===== src/rtl/jt1943_sec_prober.sv =====
// Bus master that walks a challenge/response table against the 1943 protection
// responder and reports pass/fail, mismatch count and first failing index.
module jt1943_sec_prober #(
    parameter int N    = 32,
    parameter int AW   = 5,
    parameter int WAIT = 2
) (
    input  logic          clk,
    input  logic          rst,
    input  logic          cen,
    input  logic          start,
    output logic          busy,
    output logic          done,
    output logic          pass,
    output logic [AW:0]   err_cnt,
    output logic [AW-1:0] first_err,
    output logic [AW-1:0] tbl_addr,
    input  logic [15:0]   tbl_data,
    input  logic          tbl_ok,
    output logic          sec_cs,
    output logic          sec_wr_n,
    output logic [7:0]    sec_dout,
    input  logic [7:0]    sec_din
);

    localparam int WW = (WAIT > 1) ? $clog2(WAIT) : 1;
    localparam logic [AW-1:0] LAST  = AW'(N - 1);
    localparam logic [WW-1:0] WLAST = WW'(WAIT - 1);

    typedef enum logic [2:0] {
        S_IDLE,
        S_FETCH,
        S_WRITE,
        S_WAIT,
        S_CHECK,
        S_DONE
    } state_t;

    state_t          state;
    logic [AW-1:0]   index;
    logic            addr_settled;
    logic [7:0]      expected;
    logic [WW-1:0]   wcnt;

    always_ff @(posedge clk) begin
        if (rst) begin
            state        <= S_IDLE;
            index        <= '0;
            addr_settled <= 1'b0;
            busy         <= 1'b0;
            done         <= 1'b0;
            pass         <= 1'b0;
            err_cnt      <= '0;
            first_err    <= '0;
            tbl_addr     <= '0;
            sec_cs       <= 1'b0;
            sec_wr_n     <= 1'b1;
            sec_dout     <= 8'h00;
        end else begin
            done <= 1'b0;
            case (state)
                S_IDLE: begin
                    if (start) begin
                        busy         <= 1'b1;
                        index        <= '0;
                        tbl_addr     <= '0;
                        err_cnt      <= '0;
                        first_err    <= '0;
                        pass         <= 1'b0;
                        addr_settled <= 1'b0;
                        state        <= S_FETCH;
                    end
                end
                // tbl_ok seen in the same cycle the address moved refers to the old address
                S_FETCH: begin
                    if (addr_settled && tbl_ok) begin
                        sec_dout <= tbl_data[15:8];
                        expected <= tbl_data[7:0];
                        sec_cs   <= 1'b1;
                        sec_wr_n <= 1'b0;
                        state    <= S_WRITE;
                    end else begin
                        addr_settled <= 1'b1;
                    end
                end
                S_WRITE: begin
                    if (cen) begin
                        sec_cs   <= 1'b0;
                        sec_wr_n <= 1'b1;
                        wcnt     <= '0;
                        state    <= S_WAIT;
                    end
                end
                S_WAIT: begin
                    if (cen) begin
                        if (wcnt == WLAST) begin
                            state <= S_CHECK;
                        end else begin
                            wcnt <= wcnt + 1'b1;
                        end
                    end
                end
                S_CHECK: begin
                    if (sec_din != expected) begin
                        err_cnt <= err_cnt + 1'b1;
                        if (err_cnt == '0) begin
                            first_err <= index;
                        end
                    end
                    if (index == LAST) begin
                        state <= S_DONE;
                    end else begin
                        index        <= index + 1'b1;
                        tbl_addr     <= index + 1'b1;
                        addr_settled <= 1'b0;
                        state        <= S_FETCH;
                    end
                end
                // done rises together with the final pass flag and busy release
                S_DONE: begin
                    done  <= 1'b1;
                    busy  <= 1'b0;
                    pass  <= (err_cnt == '0);
                    state <= S_IDLE;
                end
                default: state <= S_IDLE;
            endcase
        end
    end

endmodule


===== config.mk =====
export PLATFORM = sky130hd
export DESIGN_NAME = jt1943_sec_prober
export DESIGN_NICKNAME = d
export VERILOG_FILES = /design/src/rtl/jt1943_sec_prober.sv
export SDC_FILE = /design/constraint.sdc
export NUM_CORES = 1
export LEC_CHECK = 0
export CORE_MARGIN = 3
export CORE_UTILIZATION = 25
export DETAILED_ROUTE_END_ITERATION = 6
export PLACE_DENSITY = 0.49
export SLEW_MARGIN = 15
export SYNTH_ARGS = -nofsm -noshare
export SYNTH_HDL_FRONTEND = slang
export SYNTH_SLANG_ARGS = --single-unit

===== constraint.sdc =====
create_clock -name clk -period 1.8 [get_ports clk]
set_clock_uncertainty 0.1 [all_clocks]
set_input_delay 0.27 -clock clk [delete_from_list [all_inputs] [get_ports clk]]
set_output_delay 0.27 -clock clk [all_outputs]
set_load 0.01 [all_outputs]

==> run metrics <==
DR iter-0 viols 46; Seq cells post-synth 42; vias per std cell 4.56; kind of critical path register to register; routed via count 1853; Syn Area/Cell 9.22 um^2; Core ar. 0.00749 mm^2; Crit. End Element register; status finished, final reports clean; Crit path arrival time 1840 ps; leakage power 0.00112 uW; TritonCTS clock tree built; highest-count cells in the layout ignoring fill and taps 57 x clkdlybuf4s50_1, 34 x buf_4, 31 x dfxtp_1; initial antenna violation count 0; Filler Cell Count 743; I/O Pins 58; DPL Wire Length 3770 um; Synth Area in Compound Gates 14.9%; final net count 339; Final Hold Fails 0; die width 95.5 um; worst slew pin tran 426 ps; fin crit share 96.6%; Final Core Density 41.7%; Die H 95.5 um; number of max-cap violations 0; maximum fanout along the worst path 3; pin count of the biggest net entering global routing 36; Final min period 1740 ps; Worst-Skew Late Latency 290 ps; number of synthesized flops with an enable pin 9; largest area contributor in the netlist dfxtp_1; Power Dens Cells 859 mW/mm^2; Async SR Flop Fraction 0%; cts-stage hold buffer count 0; Synth Flop Type dfxtp_1; Routability Congestion 0.750; Req. time, crit path 1900 ps; post-synthesis mux area share 2.50%; sequential cell area fraction in the yosys report 46.5%; WL final 5220 um; XOR/XNOR Fraction of Synth Area 4.38%; fmax 0.575 GHz; H-tree depth 2; GRT overflow 0; Min Hold Slack 359 ps; Die ar. 0.00911 mm^2; Pre-Repair DR Iteration Count 4; VDD IR max 376 uV; DRC Markers 0; Site Rows 31; Distinct cells, synth 39; Synth area leaders dfxtp_1 33%, edfxtp_1 14%, a21oi_1 4.8%; simple-gate share of the synthesized area 25.3%; main combinational cell family by area after synthesis simple AND/OR/NAND/NOR gates; first-pass GRT wire length 8570 um; share of the synthesized area in the top cell type 33.0%; share of layout cells above drive strength 1 20.2%; Post-Synth Adder-Cell Area 2.50%; Routed Antenna Nets 0; Ys Warns 0; pre-CTS WS -293 ps; Multi-input gate area 0.00106 mm^2; Hold Crit Class register to register; overall power 2680 uW; Worst-path clk slew 80 ps; leading cell type in the layout, fill and taps excluded clkdlybuf4s50_1; fin worst setup slack 61.1 ps; Max transition margin 71.4%; vias in the first global route 1806; type of origin of the critical path register; final non-filler cell total 406; Initial Util 26.7%; Net Count, Synth 250; DP Cell Count 393; WL per Instance 12.9 um; PortBufs 57; Slew Limit Fails 0; sequential cell area 933 um^2; Clock Tree Buf Depth 2; total clock sinks 42; netlist area before placement 0.00200 mm^2; root buf cell clkbuf_8; area grow syn2layout 55.9%; Total Routing Usage GR 12.0%; Mapped Cells 217; Setup violations, final 0; Antenna diodes 0; Num CTS Buffers 5
==> critical path, stage by stage, from the launching register on <==
cell and delay, ps:
dfxtp_2 340, ha_4 160, and3_4 180, ha_4 160, or3_1 300, o21ai_1 80, a21oi_1 80, nor4_1 250
==> metal layers <==
| metal | global-route usage (%) | part of all wire, % |
|---|---|---|
| met1 | 15.4 | 47 |
| met2 | 19.0 | 45 |
| met3 | 4.10 | 6.6 |
| met4 | 3.55 | 1.1 |
| met5 | 0 | 0 |
==> cells by family (layout without fill, tap and decap cells) <==
logic type | Yosys count | count (layout)
flip-flops | 42 | 42
adder cells (fa/ha/maj) | 4 | 4
AO/OA/AOI/OAI | 46 | 47
XOR/XNOR | 10 | 10
multiplexers | 5 | 5
buffers and inverters | 18 | 107
AND/OR/NAND/NOR | 92 | 92
==> what timing repair did <==
| item | 4_1_cts | 5_1_grt |
|---|---|---|
| resized for setup | 0 | 10 |
| setup buffers | 0 | 4 |
| endpoints found under the setup margin | 0 | 13 |
==> final cells by class <==
cell class,count,area share (%)
tap,99,3.97
clock buffer,7,2.77
sequential,42,29.9
clock inverter,1,0.963
multi-input combinational,158,33.9
inverter,6,0.722
timing repair buffer,93,27.8
==> stage by stage <==
stage          TNS, ps  area, um^2
2_1_floorplan        0        2000
3_3_place_gp     -1920        2910
3_5_place_dp     -2270        2910
4_1_cts              0        3020
5_1_grt          -4.21        3120
6_report             0        3120
==> sequential cells by signal, summed over array words and instances, names as in the netlist, 3 cells and up <==
signal / count
err_cnt: 6
first_err: 5
expected: 8
sec_dout: 8
state: 3
index: 5
==> Yosys cell counts, types with 5 or more instances <==
master	number
nand3b_1	5
nor3_1	5
clkbuf_1	6
nor2_1	12
edfxtp_1	9
nand2_1	25
mux2i_1	5
dfxtp_1	33
buf_2	5
o21ai_0	5
nand3_1	16
a21oi_1	19
a31oi_1	6
xor2_1	10
inv_1	5
nand2b_1	8
==> where the power goes <==
group          switching [uW]  internal [uW]
Clock                     328            453
Sequential               44.9           1020
Combinational             432            403
Total                     806           1870
==> path summary, 6_finish.rpt <==
check	end	cells past startpoint	startpoint	slack, ps
max	addr_settled	7	index[0]	60
min	sec_dout[3]	2	sec_dout[3]	360
max reg2reg	addr_settled	7	index[0]	60
min reg2reg	sec_dout[3]	2	sec_dout[3]	360
No activity file was read; power rests on OpenSTA's default activity.
